<file path="config.mk">
export PLATFORM = sky130hd
export DESIGN_NAME = s15850_tc_seq
export DESIGN_NICKNAME = d
export VERILOG_FILES = /design/src/rtl/s15850_tc_pkg.sv /design/src/rtl/s15850_tc_detect.sv /design/src/rtl/s15850_tc_seq.sv
export SDC_FILE = /design/constraint.sdc
export NUM_CORES = 1
export LEC_CHECK = 0
export BUFFER_PORTS_ARGS = -buffer_cell sky130_fd_sc_hd__clkbuf_2
export CAP_MARGIN = 20
export CELL_PAD_IN_SITES_DETAIL_PLACEMENT = 2
export CELL_PAD_IN_SITES_GLOBAL_PLACEMENT = 2
export CORE_ASPECT_RATIO = 0.6
export CORE_UTILIZATION = 34
export CTS_CLUSTER_SIZE = 10
export DETAILED_ROUTE_END_ITERATION = 10
export PLACE_DENSITY_LB_ADDON = 0.1
export SYNTH_ARGS = -nofsm -noshare
export SYNTH_HDL_FRONTEND = slang
export SYNTH_SLANG_ARGS = --single-unit
</file>
<file path="constraint.sdc">
create_clock -name CK -period 4.5 [get_ports CK]
set_input_delay 0.675 -clock CK [delete_from_list [all_inputs] [get_ports CK]]
set_output_delay 0.675 -clock CK [all_outputs]
set_load 0.02 [all_outputs]
</file>
<file path="src/rtl/s15850_tc_pkg.sv">
// Shared types and constants for the s15850 terminal-count sequencer.
package s15850_tc_pkg;

    typedef enum logic [1:0] {
        IDLE = 2'd0,
        RUN  = 2'd1,
        DONE = 2'd2
    } state_t;

    localparam logic [3:0] MODE_HOLD = 4'b0000;
    localparam logic [3:0] MODE_UP   = 4'b0001;
    localparam logic [3:0] MODE_DOWN = 4'b0010;
    localparam logic [3:0] MODE_LOAD = 4'b0100;

    // Wide enough for the largest legal TC_HOLD (15).
    localparam int HOLD_W = 4;

endpackage

</file>
<file path="src/rtl/s15850_tc_detect.sv">
// Combinational all-ones / all-zeros detector for the count value.
module s15850_tc_detect #(
    parameter int WIDTH = 8
) (
    input  logic [WIDTH-1:0] val_i,
    output logic             all_ones_o,
    output logic             all_zeros_o
);

    assign all_ones_o  = &val_i;
    assign all_zeros_o = ~|val_i;

endmodule

</file>
<file path="src/rtl/s15850_tc_seq.sv">
// Mode-driven up/down/load counter with IDLE/RUN/DONE sequencing and a stretched terminal-count flag.
// Define S15850_TC_WRAP_EN to wrap and keep running on terminal count; otherwise saturate and go to DONE.
module s15850_tc_seq
    import s15850_tc_pkg::*;
#(
    parameter int WIDTH   = 8,
    parameter int TC_HOLD = 1
) (
    input  logic             CK,
    input  logic             RST,
    input  logic [3:0]       mode_i,
    input  logic             start_i,
    input  logic             ack_i,
    input  logic [WIDTH-1:0] load_val_i,
    output logic [WIDTH-1:0] cnt_o,
    output logic             tc_o,
    output logic             busy_o
);

    localparam logic [WIDTH-1:0]  ONE       = {{(WIDTH-1){1'b0}}, 1'b1};
    localparam logic [HOLD_W-1:0] HOLD_INIT = HOLD_W'(TC_HOLD);

    state_t            state_q, state_d;
    logic [WIDTH-1:0]  cnt_q, cnt_d;
    logic              tc_q, tc_d;
    logic              busy_q, busy_d;
    logic [HOLD_W-1:0] hold_q, hold_d;

    logic all_ones, all_zeros;
    logic is_up, is_down, is_load, terminal;

    s15850_tc_detect #(.WIDTH(WIDTH)) u_detect (
        .val_i       (cnt_q),
        .all_ones_o  (all_ones),
        .all_zeros_o (all_zeros)
    );

    // Unlisted mode codes decode to none of these, i.e. HOLD.
    assign is_up    = (mode_i == MODE_UP);
    assign is_down  = (mode_i == MODE_DOWN);
    assign is_load  = (mode_i == MODE_LOAD);
    assign terminal = (state_q == RUN) && ((is_up && all_ones) || (is_down && all_zeros));

    always_ff @(posedge CK) begin
        if (RST) begin
            state_q <= IDLE;
            cnt_q   <= '0;
            tc_q    <= 1'b0;
            busy_q  <= 1'b0;
            hold_q  <= '0;
        end else begin
            state_q <= state_d;
            cnt_q   <= cnt_d;
            tc_q    <= tc_d;
            busy_q  <= busy_d;
            hold_q  <= hold_d;
        end
    end

    always_comb begin
        state_d = state_q;
        unique case (state_q)
            IDLE: if (start_i) state_d = RUN;
            RUN: begin
`ifdef S15850_TC_WRAP_EN
                state_d = RUN;
`else
                if (terminal) state_d = DONE;
`endif
            end
            DONE: if (ack_i) state_d = IDLE;
            default: state_d = IDLE;
        endcase
    end

    always_comb begin
        cnt_d = cnt_q;
        if (state_q == IDLE) begin
            if (is_load) cnt_d = load_val_i;
        end else if (state_q == RUN) begin
            if (is_load) begin
                cnt_d = load_val_i;
            end else if (is_up) begin
`ifdef S15850_TC_WRAP_EN
                cnt_d = cnt_q + ONE;
`else
                if (!all_ones) cnt_d = cnt_q + ONE;
`endif
            end else if (is_down) begin
`ifdef S15850_TC_WRAP_EN
                cnt_d = cnt_q - ONE;
`else
                if (!all_zeros) cnt_d = cnt_q - ONE;
`endif
            end
        end

        // A fresh terminal event reloads the hold counter even mid-pulse.
        hold_d = hold_q;
        if (terminal) begin
            hold_d = HOLD_INIT;
        end else if (hold_q != '0) begin
            hold_d = hold_q - 1'b1;
        end
        tc_d   = (hold_d != '0);
        busy_d = (state_d != IDLE);
    end

    assign cnt_o  = cnt_q;
    assign tc_o   = tc_q;
    assign busy_o = busy_q;

endmodule

</file>
==> results by group, run 1 <==
Timing
  – Worst slew margin: 30.2%
  – Final Slew Violations: 0
  – Final hold viol count: 0
  – Period utilization: 61.4%
  – Min cycle time layout: 2760 ps
  – Setup TNS: 0 ps
  – Worst hold slack: 553 ps
  – Unrepaired setup endpoints after global routing: false
  – FMAX: 362 MHz
  – Setup violations, final: 0
  – Worst Skew: 2.33 ps
  – Least-Margin Pin Slew: 1050 ps

Logic synthesis
  – Synth Area in Adders: 8.81%
  – Main combinational cell family by area after synthesis: simple AND/OR/NAND/NOR gates
  – Post-synthesis mux area share: 5.84%
  – Synth Register Bits: 16
  – Area fraction in and, or, nand and nor cells after synthesis: 26.7%
  – Number of synthesized flops with an enable pin: 0
  – Total nets after synthesis: 161
  – Synth cell types: 51
  – Post-synthesis cell area: 1220 um^2
  – Mapped Cells: 137
  – Synth Area in XOR/XNOR: 4.30%
  – Synth Area in Compound Gates: 25.1%
  – Main synth FF type: dfxtp_1
  – Register area share after synthesis: 26.2%
  – Yosys warnings: 0
  – Average cell area after synthesis: 8.91 um^2
  – Synth async-reset ratio: 0%

Detailed routing
  – Drt wl/cell: 18.4 um
  – Via density: 5.69
  – Remaining antenna violation count: 0
  – DRT iter0 DRCs: 32
  – Via count: 1184
  – # DRC: 0
  – Routed wire length: 3840 um
  – TritonRoute pass-1 iters: 4

Clock tree
  – H-tree depth: 1
  – Post-CTS Setup Inserts: 0
  – Total CTS buffers: 3
  – Root Buffer Master: clkbuf_8
  – Resized cells post-CTS: 0
  – Register clock-pin slew on the reported worst setup and hold paths: 70 ps
  – Skew-Pair Late Insertion Delay: 250 ps
  – Clock tree from TritonCTS: yes
  – Clk buf depth: 2
  – Clock sink count: 16
  – CTS hold repair buffers: 0

Setup path
  – Crit path required time: 4640 ps
  – Setup crit end kind: flop
  – Crit start category: primary input
  – Setup CP Type: in2reg
  – Worst Path Arrival: 2910 ps
  – Critical Path Fanout Max: 9

Global route
  – First-pass GRT wire length: 6320 um
  – Total gr overflow: 0
  – Number of global-route vias before repair: 1245
  – Largest net degree at the start of global routing: 17
  – Initial antenna violation count: 0
  – Total track usage: 21.6%

Finish
  – # nets final: 188
  – Area growth, synth to finish: 17.9%
  – Filler instances: 376
  – Layout cell share with drive strength beyond 1: 25.2%
  – Number of inserted diodes: 0
  – Multi-input gate area: 865 um^2
  – FF+latch area: 320 um^2

Place
  – I/O Buffers: 25
  – Final GP Congestion: 0.807
  – DP HPWL: 3030 um

Flow run
  – Max Cap Viol: 0

Floorplan
  – CORE AREA: 3340 um^2
  – IO Pins: 26
  – Die ar.: 3840 um^2
  – Initial Utilization: 36.5%
  – Die Ht: 48.4 um
  – Std cell rows: 16
  – Die Width: 79.4 um

Hold path
  – Hold Crit Class: reg2reg

Power and ir drop
  – Leakage: 0.625 nW
  – P per Cell Area: 402 nW/um^2
  – VDD IR max: 0.165 mV

Run status
  – Status: finished clean
==> registers in the layout, summed over array words and instances, names as in the netlist <==
register	flops
busy_o	1
cnt_o	8
hold_q	4
state_q	2
tc_o	1
==> final timing paths <==
| check | slack [ps] | end | cells after the start | start |
|---|---|---|---|---|
| worst min register to register | 550 | hold_q[2]$_SDFF_PP0_ | 2 | hold_q[2]$_SDFF_PP0_ |
| worst min-delay path | 550 | hold_q[2]$_SDFF_PP0_ | 2 | hold_q[2]$_SDFF_PP0_ |
| worst max register to register | 2110 | cnt_o[5]$_SDFFE_PP0P_ | 5 | cnt_o[0]$_SDFFE_PP0P_ |
| worst max-delay path | 1740 | cnt_o[5]$_SDFFE_PP0P_ | 7 | mode_i[2] |
==> cell families after synthesis <==
| logic type | Yosys count |
|---|---|
| AND/OR/NAND/NOR | 52 |
| buffers and inverters | 7 |
| flip-flops | 16 |
| AO/OA/AOI/OAI | 41 |
| multiplexers | 7 |
| XOR/XNOR | 6 |
| adder cells (fa/ha/maj) | 8 |
==> layout make-up <==
type,instances,area share [%]
flip-flops and latches,16,22.2
well taps,45,3.91
inverters,3,0.782
clock buffers,4,3.82
repair buffers,26,9.21
multi-input cells,114,60.0
==> critical path, cell delays in order <==
cell,delay (ps)
clkbuf_2,140
or4b_4,640
ha_1,410
and2_1,200
nor4_1,350
xnor2_1,130
a311o_1,360
==> stage by stage <==
| step | std cells | utilization (%) | instance area [um^2] | worst slack, ps | total power [mW] |
|---|---|---|---|---|---|
| after global routing | 208 | 43.1 | 1440 | 1630 | 0.619 |
| final | 208 | 43.1 | 1440 | 1740 | 0.578 |
| after CTS | 208 | 43.1 | 1440 | 1730 | 0.580 |
| after detailed placement | 204 | 41.4 | 1390 | 1480 | 0.443 |
| after floorplan | 137 | - | 1220 | 1830 | 0.369 |
| after global placement | 204 | 41.4 | 1390 | 1520 | 0.418 |
==> where the power goes <==
part	switching, mW	internal, mW
Sequential	0.0310	0.166
Clock	0.0571	0.0778
Combinational	0.143	0.104
==> routing by layer <==
layer	GRT usage [%]	share of wire (%)	routed length, um	up-vias
li1	-	-	-	568
met4	6.36	1.8	68	0
met5	0	0	0	-
met3	5.09	4.0	152	7
met1	28.7	49	1890	586
met2	35.1	45	1720	23
==> cells in the final DEF, fill, tap and decap left out, types with 2 or more instances in the layout <==
cell and instances:
clkbuf_2 25, nor2_1 17, dfxtp_1 16, a21oi_1 7, ha_1 7, mux2i_1 6
o21a_1 6, o21ai_0 5, o21ai_1 4, a211oi_1 4, nand2_1 4, clkbuf_8 4
inv_1 3, nand2b_1 3, nor3b_1 3, xor2_1 3, nor3_1 3, xnor2_1 3
a21boi_0 2, and3b_1 2, or4_1 2, nand4_1 2, nand3_1 2, nor4_1 2
a31oi_1 2
==> synthesized netlist by cell type, drive strengths merged, types with 3 or more instances <==
library cell / number / area, um^2
nor2: 18 / 70.1
dfxtp: 16 / 320
o21ai: 10 / 53.8
a21oi: 8 / 43.8
ha: 7 / 87.6
mux2i: 6 / 60.1
o21a: 6 / 45.0
a211oi: 5 / 42.5
nand2: 4 / 15.0
nor3: 4 / 31.3
buf: 3 / 21.3
inv: 3 / 11.3
nand2b: 3 / 18.8
nand3: 3 / 20.0
nor3b: 3 / 22.5
xnor2: 3 / 26.3
xor2: 3 / 26.3
Note: power is estimated with default switching activity, not from simulation.
==> run 2, diff against run 1 <==
CORE_UTILIZATION = 32   (was 34)
clock period = 2.7 ns   (was 4.5 ns; I/O delays follow)
==> results by group, run 2 (synthesis gave the netlist of run 1 again) <==
Run status
  – Status: finished clean

Timing
  – Min cycle time layout: 2430 ps
  – Setup TNS: 0 ps
  – FMAX: 412 MHz
  – Final Slew Violations: 0
  – Least-Margin Pin Slew: 432 ps
  – Period utilization: 89.9%
  – Setup violations, final: 0
  – Worst Skew: 8.78 ps
  – Worst hold slack: 375 ps
  – Final hold viol count: 0
  – Unrepaired setup endpoints after global routing: false
  – Setup slack after layout: 272 ps
  – Worst slew margin: 71.2%

Flow run
  – Max Cap Viol: 0

Finish
  – Number of inserted diodes: 0
  – Most frequent cells in the layout: 25 x clkbuf_2, 17 x nor2_1, 16 x dfxtp_1
  – # nets final: 191
  – Final Instance Area: 1450 um^2
  – Max reg flops: 8
  – Layout cell share with drive strength beyond 1: 26.1%
  – Most common cell after layout, fill and taps aside: clkbuf_2
  – Area growth, synth to finish: 18.6%
  – Filler instances: 397

Hold path
  – Hold depth: 3
  – Hold Path End: cnt_o[4]$_SDFFE_PP0P_
  – Hold Crit Class: in2reg
  – Hold_sp: load_val_i[4]

Global route
  – First-pass GRT wire length: 6470 um
  – Total gr overflow: 0
  – Largest net degree at the start of global routing: 15
  – Number of global-route vias before repair: 1304
  – Initial antenna violation count: 0
  – Total track usage: 21.3%

Place
  – Final GP Congestion: 0.914
  – I/O Buffers: 25
  – Placement Cell Area: 1410 um^2
  – Setup slack at placement: 7.67 ps
  – DP HPWL: 3090 um

Floorplan
  – Std cell rows: 16
  – Die Width: 81.8 um
  – Die Ht: 49.9 um
  – CORE AREA: 3440 um^2
  – Die ar.: 4080 um^2
  – IO Pins: 26
  – Initial Utilization: 35.5%

Setup path
  – Worst Path Arrival: 2560 ps
  – Crit path required time: 2830 ps
  – Register-to-Register Path Depth: 6
  – Reg-to-Reg End: cnt_o[5]$_SDFFE_PP0P_
  – Crit start category: primary input
  – Setup crit end kind: flop
  – Reg2reg setup slack: 510 ps
  – Launching point of the worst reg2reg path: cnt_o[0]$_SDFFE_PP0P_
  – Critical Path Fanout Max: 7
  – Setup CP Type: in2reg

Detailed routing
  – DRT iter0 DRCs: 25
  – Routed wire length: 3850 um
  – Drt wl/cell: 18.4 um
  – TritonRoute pass-1 iters: 4
  – # DRC: 0
  – Remaining antenna violation count: 0
  – Via count: 1164
  – Via density: 5.54

Clock tree
  – CTS hold repair buffers: 0
  – Post-CTS Setup Inserts: 0
  – Skew-Pair Late Insertion Delay: 250 ps
  – Clk buf depth: 2
  – H-tree depth: 1
  – Root Buffer Master: clkbuf_8
  – Total CTS buffers: 3
  – Clock sink count: 16
  – Register clock-pin slew on the reported worst setup and hold paths: 60 ps
  – Clock tree from TritonCTS: yes
  – Resized cells post-CTS: 0

Power and ir drop
  – Leakage: 0.633 nW
  – VDD IR max: 0.365 mV
  – P per Cell Area: 631 nW/um^2
## run 2: changes by cell type in the layout (fill, tap and decap cells not counted)
cell,previous run,this run
clkbuf_8,4,3
buf_4,1,4
## run 2: layer usage
| layer | part of all wire [%] | wire length [um] | global-route usage (%) | vias to the layer above |
|---|---|---|---|---|
| met5 | 0 | 0 | 0 | - |
| met4 | 0.70 | 27 | 4.39 | 0 |
| met3 | 4.1 | 159 | 4.63 | 4 |
| met2 | 43 | 1670 | 32.9 | 23 |
| met1 | 52 | 2000 | 30.1 | 563 |
| li1 | - | - | - | 574 |
## run 2: worst max-delay path, stage by stage
cell      delay, ps
clkbuf_2        130
or4b_4          610
ha_1            400
and2_1          210
nor4_1          330
xnor2_1         120
a311o_1         350
## run 2: where the power goes
| part | internal (mW) | switching (mW) | leakage, nW |
|---|---|---|---|
| clock | 0.0990 | 0.0837 | 0.0216 |
| combinational | 0.175 | 0.227 | 0.480 |
| sequential | 0.277 | 0.0522 | 0.131 |
## run 2: worst max-delay path by stage
stage | endpoint | from | cells past startpoint | slack [ps]
after detailed placement | cnt_o[5]$_SDFFE_PP0P_ | mode_i[2] | 7 | 8
after floorplan | cnt_o[5]$_SDFFE_PP0P_ | mode_i[1] | 6 | 300
after global routing | cnt_o[6]$_SDFFE_PP0P_ | mode_i[2] | 8 | 150
final | cnt_o[5]$_SDFFE_PP0P_ | mode_i[2] | 7 | 270
after CTS | cnt_o[5]$_SDFFE_PP0P_ | mode_i[2] | 7 | 260
after global placement | cnt_o[5]$_SDFFE_PP0P_ | mode_i[2] | 7 | 70
## run 2: layout make-up
class	instances	area [um^2]	share of cell area, %
Sequential cell	16	320	22.1
Multi-Input combinational cell	114	865	59.7
Inverter	3	11.3	0.777
Timing Repair Buffer	29	155	10.7
Tap cell	45	56.3	3.89
Clock buffer	3	41.3	2.85
## run 2: metrics by stage
stage / utilization (%) / power (mW) / cells
floorplan: - / 0.615 / 137
global placement: 40.9 / 0.703 / 207
detailed placement: 40.9 / 0.735 / 207
CTS: 42.1 / 0.919 / 210
global route: 42.1 / 0.984 / 210
finish: 42.1 / 0.914 / 210
==> run 3, diff against run 2 <==
ABC_AREA = 1   (was unset)
CORE_UTILIZATION = 28   (was 32)
==> results by group, run 3 <==
Run status
  – Status: finished clean

Finish
  – # nets final: 251
  – Final Instance Count excl. Fillers: 286
  – Filler instances: 549
  – Final Instance Area: 1470 um^2
  – Most frequent cells in the layout: 52 x nand2_1, 28 x nor2_1, 27 x inv_1
  – Most common cell after layout, fill and taps aside: nand2_1
  – Area growth, synth to finish: 20.6%
  – Layout cell share with drive strength beyond 1: 19.9%
  – Max reg flops: 8
  – Number of inserted diodes: 0
  – Fin util: 35.6%

Detailed routing
  – TritonRoute pass-1 iters: 4
  – DRT iter0 DRCs: 19
  – Routed met2 length: 1920 um
  – # DRC: 0
  – Remaining antenna violation count: 0
  – Met1 WL: 2210 um
  – DR top layer: met4
  – Drt wl/cell: 14.9 um
  – Via count: 1370
  – Metal3 WL: 114 um
  – Routed wire length: 4260 um
  – Via density: 4.79

Power and ir drop
  – P per Cell Area: 686 nW/um^2
  – VDD IR max: 0.291 mV
  – Switching share of power: 42.8%
  – Sequential share of power: 32.8%
  – Pint: 578 uW
  – Clock network fraction of total power: 22.2%
  – Total Power: 1.01 mW
  – Gate power share: 45.0%
  – P_sw: 433 uW
  – Leakage: 0.754 nW

Logic synthesis
  – Main synth FF type: dfxtp_1
  – Top-count cell post-synth: nand2_1
  – Register area share after synthesis: 26.2%
  – Number of synthesized flops with an enable pin: 0
  – Most frequent cells after synthesis: 52 x nand2_1, 28 x nor2_1, 27 x inv_1
  – Synth cell types: 22
  – Total nets after synthesis: 221
  – Top post-synthesis cells by area: dfxtp_1 26%, nand2_1 16%, nor2_1 8.6%, inv_1 8.3%, ha_1 7.2%
  – Leading area contributor after synthesis: dfxtp_1
  – Yosys warnings: 0
  – Synth async-reset ratio: 0%
  – Synth top area share: 26.2%
  – Post-synthesis cell area: 1220 um^2
  – Mapped Cells: 197
  – Synth Register Bits: 16
  – Average cell area after synthesis: 6.21 um^2

Setup path
  – Critical Path Fanout Max: 11
  – Reg2reg setup slack: 1030 ps
  – Worst Path Arrival: 2190 ps
  – Crit-path cells: clkbuf_2 > nor2_4 > nand3_2 > ha_1 > or2_2 > nand2_1 > xor2_1 > a21oi_1 > nor2_1 > nor2_1
  – Setup crit end kind: flop
  – Setup CP Type: in2reg
  – Crit path required time: 2850 ps
  – Stages on worst setup path: 10
  – Buffers and inverters on the worst path: 1
  – CP peak stage delay: 410 ps
  – CP top delay family: simple AND/OR/NAND/NOR gates
  – Most common cell on crit path: nor2_1
  – Slowest cell on crit path: ha_1
  – Register-to-Register Path Depth: 7
  – Crit start category: primary input
  – Launching point of the worst reg2reg path: cnt_o[2]$_SDFFE_PP0P_
  – Reg-to-Reg End: cnt_o[3]$_SDFFE_PP0P_

Clock tree
  – CTS hold repair buffers: 0
  – Clock tree from TritonCTS: yes
  – Post-CTS Setup Inserts: 0
  – Clk buf depth: 2
  – Skew-Pair Late Insertion Delay: 260 ps
  – Root Buffer Master: clkbuf_8
  – H-tree depth: 1
  – Resized cells post-CTS: 0
  – Register clock-pin slew on the reported worst setup and hold paths: 70 ps
  – Clock sink count: 16
  – Total CTS buffers: 3

Timing
  – Worst slew margin: 78.7%
  – Setup TNS: 0 ps
  – Final Slew Violations: 0
  – Final hold viol count: 0
  – Min cycle time layout: 2040 ps
  – Setup violations, final: 0
  – Period utilization: 75.4%
  – Unrepaired setup endpoints after global routing: false
  – Setup slack after layout: 664 ps
  – Worst hold slack: 442 ps
  – FMAX: 491 MHz
  – Worst Skew: 2.40 ps
  – Least-Margin Pin Slew: 319 ps

Floorplan
  – Std cell rows: 18
  – Die Ht: 53.2 um
  – IO Pins: 26
  – Initial Utilization: 29.5%
  – CORE AREA: 4140 um^2
  – Die Width: 87.3 um
  – Die ar.: 4640 um^2

Global route
  – Initial antenna violation count: 0
  – Largest net degree at the start of global routing: 13
  – Total gr overflow: 0
  – Number of global-route vias before repair: 1481
  – First-pass GRT wire length: 7090 um
  – Total track usage: 20.4%

Flow run
  – Max Cap Viol: 0

Place
  – Placement Cell Area: 1420 um^2
  – DP HPWL: 3500 um
  – Final GP Congestion: 0.786
  – Setup slack at placement: 413 ps
  – I/O Buffers: 25
  – Inst Count DP: 282

Hold path
  – Hold_sp: RST
  – Hold Path End: cnt_o[6]$_SDFFE_PP0P_
  – Hold depth: 2
  – Hold Crit Class: in2reg
-- run 3: layout make-up --
cell class	count	area [um^2]	share of cell area, %
multi-input cells	152	783	53.1
flip-flops and latches	16	320	21.7
repair buffers	26	133	9.00
inverters	28	108	7.30
well taps	60	75.1	5.09
clock buffers	4	55.1	3.74
-- run 3: how the worst max path moves through the flow --
stage	to	slack, ps	startpoint
final	cnt_o[3]$_SDFFE_PP0P_	660	mode_i[2]
after global routing	cnt_o[3]$_SDFFE_PP0P_	590	mode_i[2]
after CTS	cnt_o[3]$_SDFFE_PP0P_	680	mode_i[2]
after detailed placement	cnt_o[3]$_SDFFE_PP0P_	410	mode_i[2]
after global placement	cnt_o[3]$_SDFFE_PP0P_	460	mode_i[2]
after floorplan	cnt_o[3]$_SDFFE_PP0P_	800	mode_i[2]
-- run 3: power by group through the flow --
stage / logic [mW] / registers [mW] / clock network (mW)
after floorplan: 0.303 / 0.344 / 0
after CTS: 0.463 / 0.330 / 0.230
after global placement: 0.427 / 0.329 / 0
final: 0.455 / 0.331 / 0.225
after global routing: 0.527 / 0.338 / 0.242
after detailed placement: 0.459 / 0.335 / 0
-- run 3: cell families (layout without fill, tap and decap cells) --
group | after synthesis | count (layout) | synth area share [%]
AOI/OAI and AO/OA | 24 | 24 | 10.1
xor gates and xnor gates | 3 | 3 | 2.15
adders and majority gates | 8 | 8 | 8.80
buffers and inverters | 29 | 58 | 9.72
DFF | 16 | 16 | 26.2
and+or+nand+nor | 117 | 117 | 43.0
-- run 3: metal layers --
| metal | GRT usage (%) | vias up |
|---|---|---|
| li1 | - | 682 |
| met1 | 26.5 | 665 |
| met2 | 36.3 | 21 |
| met3 | 3.74 | 2 |
| met4 | 2.46 | 0 |
| met5 | 0 | - |
